--- src/rtl/suma_pkg.sv ---
// Shared types for the operand-capture controller: FSM state encoding and
// bit positions inside the {N, Z, C, V} flag word.
package suma_pkg;

  typedef enum logic [1:0] {
    S_A    = 2'd0,
    S_B    = 2'd1,
    S_EXEC = 2'd2,
    S_DONE = 2'd3
  } state_t;

  localparam int FLAG_N = 3;
  localparam int FLAG_Z = 2;
  localparam int FLAG_C = 1;
  localparam int FLAG_V = 0;

endpackage

--- src/rtl/suma_ctrl_if.sv ---
// Board/adder-facing bundle of the operand-capture controller.
// The slave side is the controller, the master side is whatever surrounds it.
interface suma_ctrl_if #(
  parameter int N = 4
);
  logic [N-1:0] sw_i;
  logic         load_i;
  logic         clear_i;
  logic [N-1:0] a_o;
  logic [N-1:0] b_o;
  logic [N-1:0] sum_i;
  logic         cout_i;
  logic [N-1:0] result_o;
  logic [3:0]   flags_o;
  logic         valid_o;
  logic [1:0]   state_o;

  modport slave (
    input  sw_i, load_i, clear_i, sum_i, cout_i,
    output a_o, b_o, result_o, flags_o, valid_o, state_o
  );

  modport master (
    output sw_i, load_i, clear_i, sum_i, cout_i,
    input  a_o, b_o, result_o, flags_o, valid_o, state_o
  );
endinterface

--- src/rtl/sync_edge.sv ---
// Two-flop synchronizer for an asynchronous button followed by a rising-edge
// detector: one single-cycle pulse per press, however long it is held.
module sync_edge (
  input  logic clk,
  input  logic rst_n,
  input  logic d_i,
  output logic pulse_o
);

  logic s1_q;
  logic s2_q;
  logic s3_q;

  always_ff @(posedge clk or negedge rst_n) begin
    if (!rst_n) begin
      s1_q <= 1'b0;
      s2_q <= 1'b0;
      s3_q <= 1'b0;
    end else begin
      s1_q <= d_i;
      s2_q <= s1_q;
      s3_q <= s2_q;
    end
  end

  assign pulse_o = s2_q & ~s3_q;

endmodule

--- src/rtl/suma_ctrl.sv ---
// Captures operand A then B on successive load presses, feeds the external
// adder, and registers its sum plus {N, Z, C, V} one cycle after B lands.
module suma_ctrl
  import suma_pkg::*;
#(
  parameter int N = 4
) (
  input  logic        clk,
  input  logic        rst_n,
  suma_ctrl_if.slave  bus
);

  state_t       state_q;
  logic [N-1:0] a_q;
  logic [N-1:0] b_q;
  logic [N-1:0] result_q;
  logic [3:0]   flags_q;
  logic         valid_q;
  logic         load_pulse;

  sync_edge u_load_sync (
    .clk     (clk),
    .rst_n   (rst_n),
    .d_i     (bus.load_i),
    .pulse_o (load_pulse)
  );

  // Clear is checked before the FSM so a press in the same cycle is dropped;
  // it deliberately leaves the load synchronizer alone.
  always_ff @(posedge clk or negedge rst_n) begin
    if (!rst_n) begin
      state_q  <= S_A;
      a_q      <= '0;
      b_q      <= '0;
      result_q <= '0;
      flags_q  <= '0;
      valid_q  <= 1'b0;
    end else if (bus.clear_i) begin
      state_q  <= S_A;
      a_q      <= '0;
      b_q      <= '0;
      result_q <= '0;
      flags_q  <= '0;
      valid_q  <= 1'b0;
    end else begin
      case (state_q)
        S_A: begin
          if (load_pulse) begin
            a_q     <= bus.sw_i;
            state_q <= S_B;
          end
        end
        S_B: begin
          if (load_pulse) begin
            b_q     <= bus.sw_i;
            state_q <= S_EXEC;
          end
        end
        S_EXEC: begin
          result_q         <= bus.sum_i;
          flags_q[FLAG_N]  <= bus.sum_i[N-1];
          flags_q[FLAG_Z]  <= (bus.sum_i == '0);
          flags_q[FLAG_C]  <= bus.cout_i;
          // Signed overflow: like-signed operands giving a differently-signed sum.
          flags_q[FLAG_V]  <= (a_q[N-1] == b_q[N-1]) && (bus.sum_i[N-1] != a_q[N-1]);
          valid_q          <= 1'b1;
          state_q          <= S_DONE;
        end
        S_DONE: begin
          if (load_pulse) begin
            a_q     <= bus.sw_i;
            valid_q <= 1'b0;
            state_q <= S_B;
          end
        end
        default: state_q <= S_A;
      endcase
    end
  end

  assign bus.a_o      = a_q;
  assign bus.b_o      = b_q;
  assign bus.result_o = result_q;
  assign bus.flags_o  = flags_q;
  assign bus.valid_o  = valid_q;
  assign bus.state_o  = state_q;

endmodule

--- src/flat_wrapper.sv ---
// flat-port wrapper written by rule: the top's interface ports become plain ports
module suma_ctrl_flat import suma_pkg::*;
#(
  parameter int N = 4
)
  (clk, rst_n, bus_sw_i, bus_load_i, bus_clear_i, bus_sum_i, bus_cout_i, bus_a_o, bus_b_o, bus_result_o, bus_flags_o, bus_valid_o, bus_state_o);
  suma_ctrl_if #(.N(N)) bus_i ();
  input  logic clk;
  input  logic rst_n;
  input wire logic [$bits(bus_i.sw_i)-1:0] bus_sw_i;
  input wire logic [$bits(bus_i.load_i)-1:0] bus_load_i;
  input wire logic [$bits(bus_i.clear_i)-1:0] bus_clear_i;
  input wire logic [$bits(bus_i.sum_i)-1:0] bus_sum_i;
  input wire logic [$bits(bus_i.cout_i)-1:0] bus_cout_i;
  output wire logic [$bits(bus_i.a_o)-1:0] bus_a_o;
  output wire logic [$bits(bus_i.b_o)-1:0] bus_b_o;
  output wire logic [$bits(bus_i.result_o)-1:0] bus_result_o;
  output wire logic [$bits(bus_i.flags_o)-1:0] bus_flags_o;
  output wire logic [$bits(bus_i.valid_o)-1:0] bus_valid_o;
  output wire logic [$bits(bus_i.state_o)-1:0] bus_state_o;
  assign bus_i.sw_i = bus_sw_i;
  assign bus_i.load_i = bus_load_i;
  assign bus_i.clear_i = bus_clear_i;
  assign bus_i.sum_i = bus_sum_i;
  assign bus_i.cout_i = bus_cout_i;
  assign bus_a_o = bus_i.a_o;
  assign bus_b_o = bus_i.b_o;
  assign bus_result_o = bus_i.result_o;
  assign bus_flags_o = bus_i.flags_o;
  assign bus_valid_o = bus_i.valid_o;
  assign bus_state_o = bus_i.state_o;
  suma_ctrl #(.N(N)) u_core (.clk(clk), .rst_n(rst_n), .bus(bus_i));
endmodule
--- config.mk ---
export PLATFORM = sky130hd
export DESIGN_NAME = suma_ctrl_flat
export DESIGN_NICKNAME = d
export VERILOG_FILES = /design/src/rtl/suma_pkg.sv /design/src/rtl/suma_ctrl_if.sv /design/src/rtl/sync_edge.sv /design/src/rtl/suma_ctrl.sv /design/src/flat_wrapper.sv
export SDC_FILE = /design/constraint.sdc
export NUM_CORES = 1
export LEC_CHECK = 0
export ABC_AREA = 0
export CORE_ASPECT_RATIO = 0.5
export CORE_MARGIN = 3
export CORE_UTILIZATION = 35
export DETAILED_ROUTE_END_ITERATION = 7
export GPL_TIMING_DRIVEN = 0
export PLACE_DENSITY = 0.72
export SLEW_MARGIN = 30
export SYNTH_ARGS = -nofsm -noshare
export SYNTH_HDL_FRONTEND = slang
export SYNTH_SLANG_ARGS = --single-unit
export TNS_END_PERCENT = 5
--- constraint.sdc ---
create_clock -name clk -period 1.95 [get_ports clk]
set_clock_uncertainty 0.05 [all_clocks]
set_input_delay 0.2925 -clock clk [delete_from_list [all_inputs] [get_ports clk]]
set_output_delay 0.2925 -clock clk [all_outputs]
set_load 0.02 [all_outputs]
==> results.yml, run 1 <==
floorplan:
  dieArea_mm2: 0.003312
  num_rows: 12
  io_pins: 32
  coreArea_mm2: 0.002357
  initial_core_util_pct: 38.96
  dieWidth_um: 78.44
  die_y_um: 42.22
job:
  timing.max_cap.violations: 0
sta:
  tns_ps: 0
  rsz0062_at_grt: "no"
  worstMarginPinSlew_ps: 460.4
  hold_slack_ps: 252.0
  hold_viol: 0
  setup_viol: 0
  relSlewSlack_pct: 69.31
  fmaxAchievable_ghz: 0.5973
  report.final.slew_viol_count: 0
  min_period_over_period_pct: 85.86
  fin_crit_ps: 1674
  layout_setup_ws_ps: 275.7
worst_setup_path:
  slowest_delay_ps: 590
  worstPathRequired_ps: 1610
  critPathMaxFanout: 3
  crit_path_top_delay_cell: "clkdlybuf4s50_1"
  critPathKind: "flip-flop to output pin"
  arrival_ps: 1330
  reg2reg_depth: 5
  worstSetupEndpointType: "output pin"
  startpoint_type: "flip-flop"
  rr_startpoint: "u_core.bus.state_o[0]"
  crit_chain: "buf_4 -> clkdlybuf4s50_1"
  r2r-end: "u_core.bus.state_o[0]"
  rrSetupSlack_ps: 480
clock_network:
  clockBufferDepth: 2
  htreeDepth: 1
  clkSinkCount: 21
  clock_latency_ps: 260
  cts_tree: "done"
  post_cts_resized: 0
  clk_pin_slew_ps: 80
  cts_root_buf: "clkbuf_8"
  cts_buffers: 3
logic_synthesis:
  synth_ff_type: "dfrtp_1"
  ys_types: 18
  ys_async_sr_fraction_pct: 100.0
  yosysMostFrequentCell: "dfrtp_1"
  netlist_top_cells_count: "21 x dfrtp_1, 16 x nor2_1, 14 x mux2i_1"
  synth-edff-count: 0
  synth.top_cells.by_area: "dfrtp_1 57%, mux2i_1 15%, nor2_1 6.5%"
  synthesis.area_um2: 918.4
  syn-num-nets: 94
  synth_area_leader_cell: "dfrtp_1"
  synth_area_per_cell_um2: 11.93
  ys_seq_elements: 21
  ys_warn_count: 0
  ys_seq_area_share_pct: 57.22
  yosysTopAreaCellShare_pct: 57.22
  synth_cells: 77
cells_and_area:
  drive_gt1_share_pct: 9.821
  area_growth_syn_to_layout_pct: 43.05
  instances_no_fill: 147
  diodes: 0
  final_nets: 130
grt:
  grt_pass1_vias: 654
  grt_max_degree: 22
  grt_pass1_wl_um: 3215
  antenna_found_initial: 0
  gr-total-overflow: 0
  grt.total_usage_pct: 12.40
place:
  gp_congestion: 0.6931
  dp_slack_ps: 486.6
  dp.cells: 142
  hpwl_um: 1375
  port_buffers: 30
drt:
  wl_per_cell_um: 12.44
  drtIter0Drc: 26
  dr.pass1.iters: 4
  vias_per_cell: 4.633
  ant_nets: 0
  drt_wl_total_um: 1828
  drcViolationCount: 0
  routed-via-count: 681
pwr:
  p_leak_nw: 0.6301
  power_mw: 1.470
  power_density_mw_per_mm2: 1119
  irDropWorstVdd_mv: 0.4389
status:
  run_status: "complete, no violations"
worst_hold_path:
  holdPathEnd: "u_core.bus.state_o[1]"
  hp-start: "bus_clear_i"
  hold_depth: 2
  hold_path.class: "primary input to flip-flop"
how the worst max path moves through the flow:
stage / end / startpoint / cells past startpoint / slack [ps]
global placement: u_core.bus.a_o[2] / rst_n / 1 / 380
floorplan: u_core.bus.state_o[0] / u_core.bus.state_o[0] / 4 / 440
detailed placement: u_core.bus.state_o[0] / u_core.bus.state_o[0] / 4 / 490
CTS: bus_result_o[3] / u_core.bus.result_o[3] / 2 / 260
finish: bus_result_o[3] / u_core.bus.result_o[3] / 2 / 280
global route: bus_result_o[3] / u_core.bus.result_o[3] / 2 / 200
where the power goes:
group	total [mW]	switching (mW)	leakage [nW]	internal [mW]
Combinational	0.611	0.303	0.325	0.308
Clock	0.286	0.143	0.0255	0.142
Sequential	0.573	0.0632	0.280	0.510
cell families after synthesis:
kind of cell / count (synthesis) / share of synthesized area (%)
multiplexers: 14 / 15.26
AND/OR/NAND/NOR: 25 / 13.08
AO/OA/AOI/OAI: 7 / 5.451
buffers and inverters: 6 / 3.542
flip-flops: 21 / 57.22
adder cells (fa/ha/maj): 4 / 5.450
worst max-delay path, delay by kind of cell, from the launching register on:
kind                   cells  cell delay, ps
DFF                        1             370
buffers and inverters      2             700
timing repair:
action / in CTS / in global routing
buffers inserted: 0 / 0
hold endpoints to repair: 21 / 0
hold buffers: 1 / 0
area by class of cell:
| type | count | area (um^2) |
|---|---|---|
| Inverter | 2 | 7.507 |
| Multi-Input combinational cell | 50 | 360.3 |
| Fill cell | 207 | 1044 |
| Buffer | 4 | 25.02 |
| Sequential cell | 21 | 525.5 |
| Clock inverter | 1 | 5.005 |
| Tap cell | 35 | 43.79 |
| Clock buffer | 3 | 41.29 |
| Timing Repair Buffer | 31 | 305.3 |
per-stage QoR:
step,instance area [um^2],utilization (%)
after global placement,1262,53.56
after floorplan,918.4,-
final,1314,55.73
after global routing,1314,55.73
after detailed placement,1257,53.34
after CTS,1314,55.73
cell usage in the layout, fill, tap and decap left out, drive strengths merged, types with 2 or more instances in the layout:
cell type,synthesis,layout
buf,4,5
dfrtp,21,21
inv,2,2
clkdlybuf4s50,0,29
nand3b,3,3
clkbuf,0,3
nand2,3,3
mux2i,14,14
a311oi,2,2
a21oi,2,2
ha,4,4
nor2,16,16
flip-flops by register name (all words and copies together) (netlist names):
| signal | flops |
|---|---|
| u_core.u_load_sync.s2_q | 1 |
| u_core.bus.b_o | 4 |
| u_core.bus.flags_o | 3 |
| u_core.bus.state_o | 2 |
| u_core.bus.result_o | 4 |
| u_core.bus.a_o | 4 |
| u_core.u_load_sync.s1_q | 1 |
| u_core.u_load_sync.s3_q | 1 |
| u_core.bus.valid_o | 1 |
per-layer routing:
metal  global-route usage [%]  part of all wire [%]
met5                        0                     0
met1                    15.82                    46
met3                    4.936                   4.4
met4                    3.136                  0.93
met2                    19.73                    49
Note: power is estimated with default switching activity, not from simulation.
==> run 2, diff against run 1 <==
Settings changed: ABC_AREA 0 to 1, PLACE_DENSITY 0.72 to 0.71.
==> results.yml, run 2 <==
floorplan:
  num_rows: 12
  initial_core_util_pct: 40.23
  dieWidth_um: 80.78
  dieArea_mm2: 0.003504
  coreArea_mm2: 0.002432
  io_pins: 32
  die_y_um: 43.39
worst_setup_path:
  worstPathRequired_ps: 1610
  critPathMaxFanout: 6
  crit_path_top_delay_cell: "clkdlybuf4s50_1"
  rrSetupSlack_ps: 460
  rr_startpoint: "u_core.bus.state_o[0]"
  reg2reg_depth: 6
  crit_chain: "clkdlybuf4s50_1"
  r2r-end: "u_core.bus.a_o[1]"
  arrival_ps: 1350
  worstSetupEndpointType: "output pin"
  critPathKind: "flip-flop to output pin"
  slowest_delay_ps: 650
  startpoint_type: "flip-flop"
  crit_buf_inv: 1
  critPathTopFamily: "buffers and inverters"
pwr:
  pwr-share-clk_pct: 20.3
  netSwitchingFraction_pct: 36.15
  p_sw_mw: 0.5031
  p_leak_nw: 0.7115
  power_density_mw_per_mm2: 1013
  power.internal_mw: 0.8888
  seq_power_share_pct: 40.9
  power_mw: 1.392
  combPwrFrac_pct: 38.9
  irDropWorstVdd_mv: 0.4325
logic_synthesis:
  ys_seq_area_share_pct: 53.71
  syn-num-nets: 131
  synth_cells: 114
  synth_ff_type: "dfrtp_1"
  synth.top_cells.by_area: "dfrtp_1 54%, nand2_1 15%, nand3_1 6.6%"
  synth_area_per_cell_um2: 8.583
  ys_warn_count: 0
  ys_types: 16
  synth-edff-count: 0
  synthesis.area_um2: 978.4
  netlist_top_cells_count: "38 x nand2_1, 21 x dfrtp_1, 15 x inv_1"
  synth_area_leader_cell: "dfrtp_1"
  yosysTopAreaCellShare_pct: 53.71
  ys_seq_elements: 21
  yosysMostFrequentCell: "nand2_1"
  ys_async_sr_fraction_pct: 100.0
sta:
  layout_setup_ws_ps: 254.1
  tns_ps: 0
  hold_slack_ps: 299.2
  min_period_over_period_pct: 86.97
  worstMarginPinSlew_ps: 463.9
  report.final.slew_viol_count: 0
  hold_viol: 0
  relSlewSlack_pct: 69.07
  rsz0062_at_grt: "no"
  setup_viol: 0
  fin_crit_ps: 1696
  fmaxAchievable_ghz: 0.5896
clock_network:
  cts_setup_buffers: 0
  cts_tree: "done"
  cts_buffers: 3
  clk_pin_slew_ps: 70
  clock_latency_ps: 260
  clkSinkCount: 21
  clockBufferDepth: 2
  cts_root_buf: "clkbuf_8"
  htreeDepth: 1
drt:
  drtIter0Drc: 39
  ant_nets: 0
  dr.pass1.iters: 4
  drt_wl_total_um: 2027
  vias_per_cell: 4.353
  drcViolationCount: 0
  routed-via-count: 801
  wl_per_cell_um: 11.02
worst_hold_path:
  hold_path.class: "flip-flop to flip-flop"
  hold_depth: 0
  hp-start: "u_core.u_load_sync.s1_q"
  holdPathEnd: "u_core.u_load_sync.s2_q"
place:
  dp_slack_ps: 416.7
  gp_congestion: 0.7169
  port_buffers: 30
  post_dp_cell_area_mm2: 0.001323
  hpwl_um: 1547
grt:
  grt_max_degree: 22
  grt.total_usage_pct: 12.85
  grt_pass1_wl_um: 3374
  grt_pass1_vias: 716
  gr-total-overflow: 0
  antenna_found_initial: 0
status:
  run_status: "complete, no violations"
cells_and_area:
  nFillCells: 225
  area_growth_syn_to_layout_pct: 40.41
  diodes: 0
  drive_gt1_share_pct: 7.383
  final_nets: 167
  fin_area_mm2: 0.001374
  mostFrequentLayoutCells: "38 x nand2_1, 29 x clkdlybuf4s50_1, 21 x dfrtp_1"
  multi_input_area_um2: 351.6
  ff_latch_area_um2: 525.5
  final_common_cell: "nand2_1"
job:
  timing.max_cap.violations: 0
==> run 2: cell count changes after synthesis, moves of 2 or more <==
cell,before,now
nand3b_2,2,0
nand3_1,0,13
mux2i_1,14,0
buf_2,2,0
nor2_1,16,9
nand4_1,0,2
o21ai_0,0,4
a311oi_1,2,0
nand2_1,3,38
inv_1,2,15
==> run 2: repair_timing <==
item / CTS / global route
hold buffers: 0 / 1
hold endpoints to repair: 0 / 21
endpoints found under the setup margin: 0 / 0
resized for setup: 0 / 0
==> run 2: how the worst max path moves through the flow <==
| stage | start | endpoint | cells past startpoint |
|---|---|---|---|
| after global placement | rst_n | u_core.bus.flags_o[1] | 1 |
| after global routing | u_core.bus.state_o[0] | bus_state_o[0] | 1 |
| after floorplan | u_core.bus.state_o[0] | u_core.bus.a_o[3] | 6 |
| after detailed placement | rst_n | u_core.bus.result_o[3] | 1 |
| after CTS | u_core.bus.state_o[0] | bus_state_o[0] | 1 |
| final | u_core.bus.state_o[0] | bus_state_o[0] | 1 |
==> run 2: cell families (layout without fill, tap and decap cells) <==
family / after synthesis / in the layout / synth area share [%]
DFF: 21 / 21 / 53.71
AOI/OAI and AO/OA: 6 / 6 / 3.068
buffers and inverters: 19 / 54 / 10.36
and+or+nand+nor: 64 / 64 / 27.75
adders and majority gates: 4 / 4 / 5.115
==> run 2: stage by stage <==
step / cells / utilization, %
after floorplan: 114 / -
after global placement: 179 / 54.37
after detailed placement: 179 / 54.37
after CTS: 183 / 56.28
after global routing: 184 / 56.48
final: 184 / 56.48
==> run 2: area by class of cell <==
class / count / area share [%]
Sequential cell: 21 / 38.25
Multi-Input combinational cell: 74 / 25.59
Timing Repair Buffer: 31 / 22.22
Inverter: 16 / 4.918
Tap cell: 35 / 3.188
Clock buffer: 3 / 3.005
Buffer: 3 / 2.459
Clock inverter: 1 / 0.3643
==> run 2: power by group through the flow <==
stage | combinational [mW] | clock (mW) | sequential, mW
after CTS | 0.546 | 0.294 | 0.570
after detailed placement | 0.543 | 0 | 0.579
after floorplan | 0.238 | 0 | 0.651
after global placement | 0.533 | 0 | 0.575
final | 0.541 | 0.282 | 0.569
after global routing | 0.608 | 0.313 | 0.583
==> run 2: per-layer routing <==
layer  up-vias  track usage [%]  routed length, um
li1        421                -                  -
met1       353            17.71                949
met2        22            19.08                915
met3         5            4.564                141
met4         0            4.040                 21
met5         -                0                  0
==> run 3, diff against run 2 <==
Settings changed: GPL_TIMING_DRIVEN 0 to unset.
==> results.yml, run 3 (synthesis results as in run 2) <==
drt:
  routed-via-count: 805
  drtIter0Drc: 48
  dr.pass1.iters: 4
  ant_nets: 0
  wl_per_cell_um: 10.98
  vias_per_cell: 4.423
  drt_wl_total_um: 1998
  drcViolationCount: 0
sta:
  setup_viol: 0
  min_period_over_period_pct: 86.67
  fin_crit_ps: 1690
  fmaxAchievable_ghz: 0.5917
  report.final.slew_viol_count: 0
  tns_ps: 0
  hold_viol: 0
  rsz0062_at_grt: "no"
  worstMarginPinSlew_ps: 504.5
  relSlewSlack_pct: 66.26
  hold_slack_ps: 313.8
place:
  gp_congestion: 0.8176
  port_buffers: 31
  hpwl_um: 1595
clock_network:
  cts_buffers: 3
  clock_latency_ps: 260
  cts_setup_buffers: 0
  clk_pin_slew_ps: 70
  post_cts_resized: 0
  clockBufferDepth: 2
  cts_tree: "done"
  cts_hold_buf: 0
  cts_root_buf: "clkbuf_8"
  htreeDepth: 1
  clkSinkCount: 21
pwr:
  power_density_mw_per_mm2: 1021
  p_leak_nw: 0.6971
  irDropWorstVdd_mv: 0.3557
grt:
  antenna_found_initial: 0
  grt_pass1_wl_um: 3284
  gr-total-overflow: 0
  grt.total_usage_pct: 12.20
  grt_max_degree: 22
  grt_pass1_vias: 709
floorplan:
  io_pins: 32
  coreArea_mm2: 0.002432
  num_rows: 12
  dieWidth_um: 80.78
  dieArea_mm2: 0.003504
  initial_core_util_pct: 40.23
  die_y_um: 43.39
worst_setup_path:
  worstSetupEndpointType: "output pin"
  slowest_delay_ps: 640
  cp.depth: 1
  startpoint_type: "flip-flop"
  crit_path_top_delay_cell: "clkdlybuf4s50_1"
  critPathMaxFanout: 6
  rr_startpoint: "u_core.bus.state_o[0]"
  reg2reg_depth: 6
  crit_chain: "clkdlybuf4s50_1"
  critPathTopFamily: "buffers and inverters"
  crit_buf_inv: 1
  worstPathRequired_ps: 1610
  rrSetupSlack_ps: 490
  r2r-end: "u_core.bus.a_o[2]"
  cp-startpoint: "u_core.bus.state_o[0]"
  critPathKind: "flip-flop to output pin"
  crit_end: "bus_state_o[0]"
  arrival_ps: 1350
cells_and_area:
  diodes: 0
  final_common_cell: "nand2_1"
  final_nets: 165
  nFillCells: 238
  mostFrequentLayoutCells: "38 x nand2_1, 31 x clkdlybuf4s50_1, 21 x dfrtp_1"
  area_growth_syn_to_layout_pct: 38.24
  drive_gt1_share_pct: 5.442
worst_hold_path:
  hold_path.class: "primary input to asynchronous set/reset pin"
status:
  run_status: "complete, no violations"
job:
  timing.max_cap.violations: 0
[run 3: cell count changes in the layout (fill, tap and decap cells not counted)]
| cell | previous run | this run |
|---|---|---|
| buf_6 | 1 | 0 |
| clkdlybuf4s50_1 | 29 | 31 |
| buf_2 | 1 | 0 |
| buf_8 | 1 | 0 |
| dlygate4sd3_1 | 1 | 0 |
[run 3: through the flow]
stage                     power [mW]  std cells  utilization [%]  setup slack (ps)  cell area, um^2
after floorplan               0.8893        114                -             538.8            978.4
after global placement         1.103        178            53.70             359.8             1306
after detailed placement       1.115        178            53.70             292.1             1306
after CTS                      1.398        182            55.61             246.5             1353
after global routing           1.480        182            55.61             178.6             1353
final                          1.381        182            55.61             259.9             1353
[run 3: metal layers]
layer  vias to the layer above  GRT usage [%]  wire length (um)
li1                        417              -                 -
met1                       365          17.23               943
met2                        23          18.26               909
met3                         0          4.564               145
met4                         0          2.020                 0
met5                         -              0                 0
[run 3: how the worst min path moves through the flow]
stage | from | endpoint
after floorplan | rst_n | u_core.bus.a_o[0]
final | rst_n | u_core.bus.a_o[1]
after global routing | u_core.u_load_sync.s1_q | u_core.u_load_sync.s2_q
after detailed placement | u_core.u_load_sync.s1_q | u_core.u_load_sync.s2_q
after global placement | u_core.u_load_sync.s1_q | u_core.u_load_sync.s2_q
after CTS | rst_n | u_core.bus.a_o[1]
[run 3: power breakdown]
group | total (mW) | internal, mW | switching, mW | leakage [nW]
Sequential | 0.569 | 0.506 | 0.0630 | 0.278
Clock | 0.279 | 0.142 | 0.137 | 0.0255
Combinational | 0.532 | 0.234 | 0.299 | 0.394
Total | 1.38 | 0.882 | 0.499 | 0.697
[run 3: layout make-up]
class / instances / area (um^2) / area share (%)
Sequential cell: 21 / 525.5 / 38.85
Clock inverter: 1 / 5.005 / 0.3700
Inverter: 16 / 67.56 / 4.995
Clock buffer: 3 / 41.29 / 3.053
Multi-Input combinational cell: 74 / 351.6 / 25.99
Tap cell: 35 / 43.79 / 3.238
Timing Repair Buffer: 32 / 317.8 / 23.50
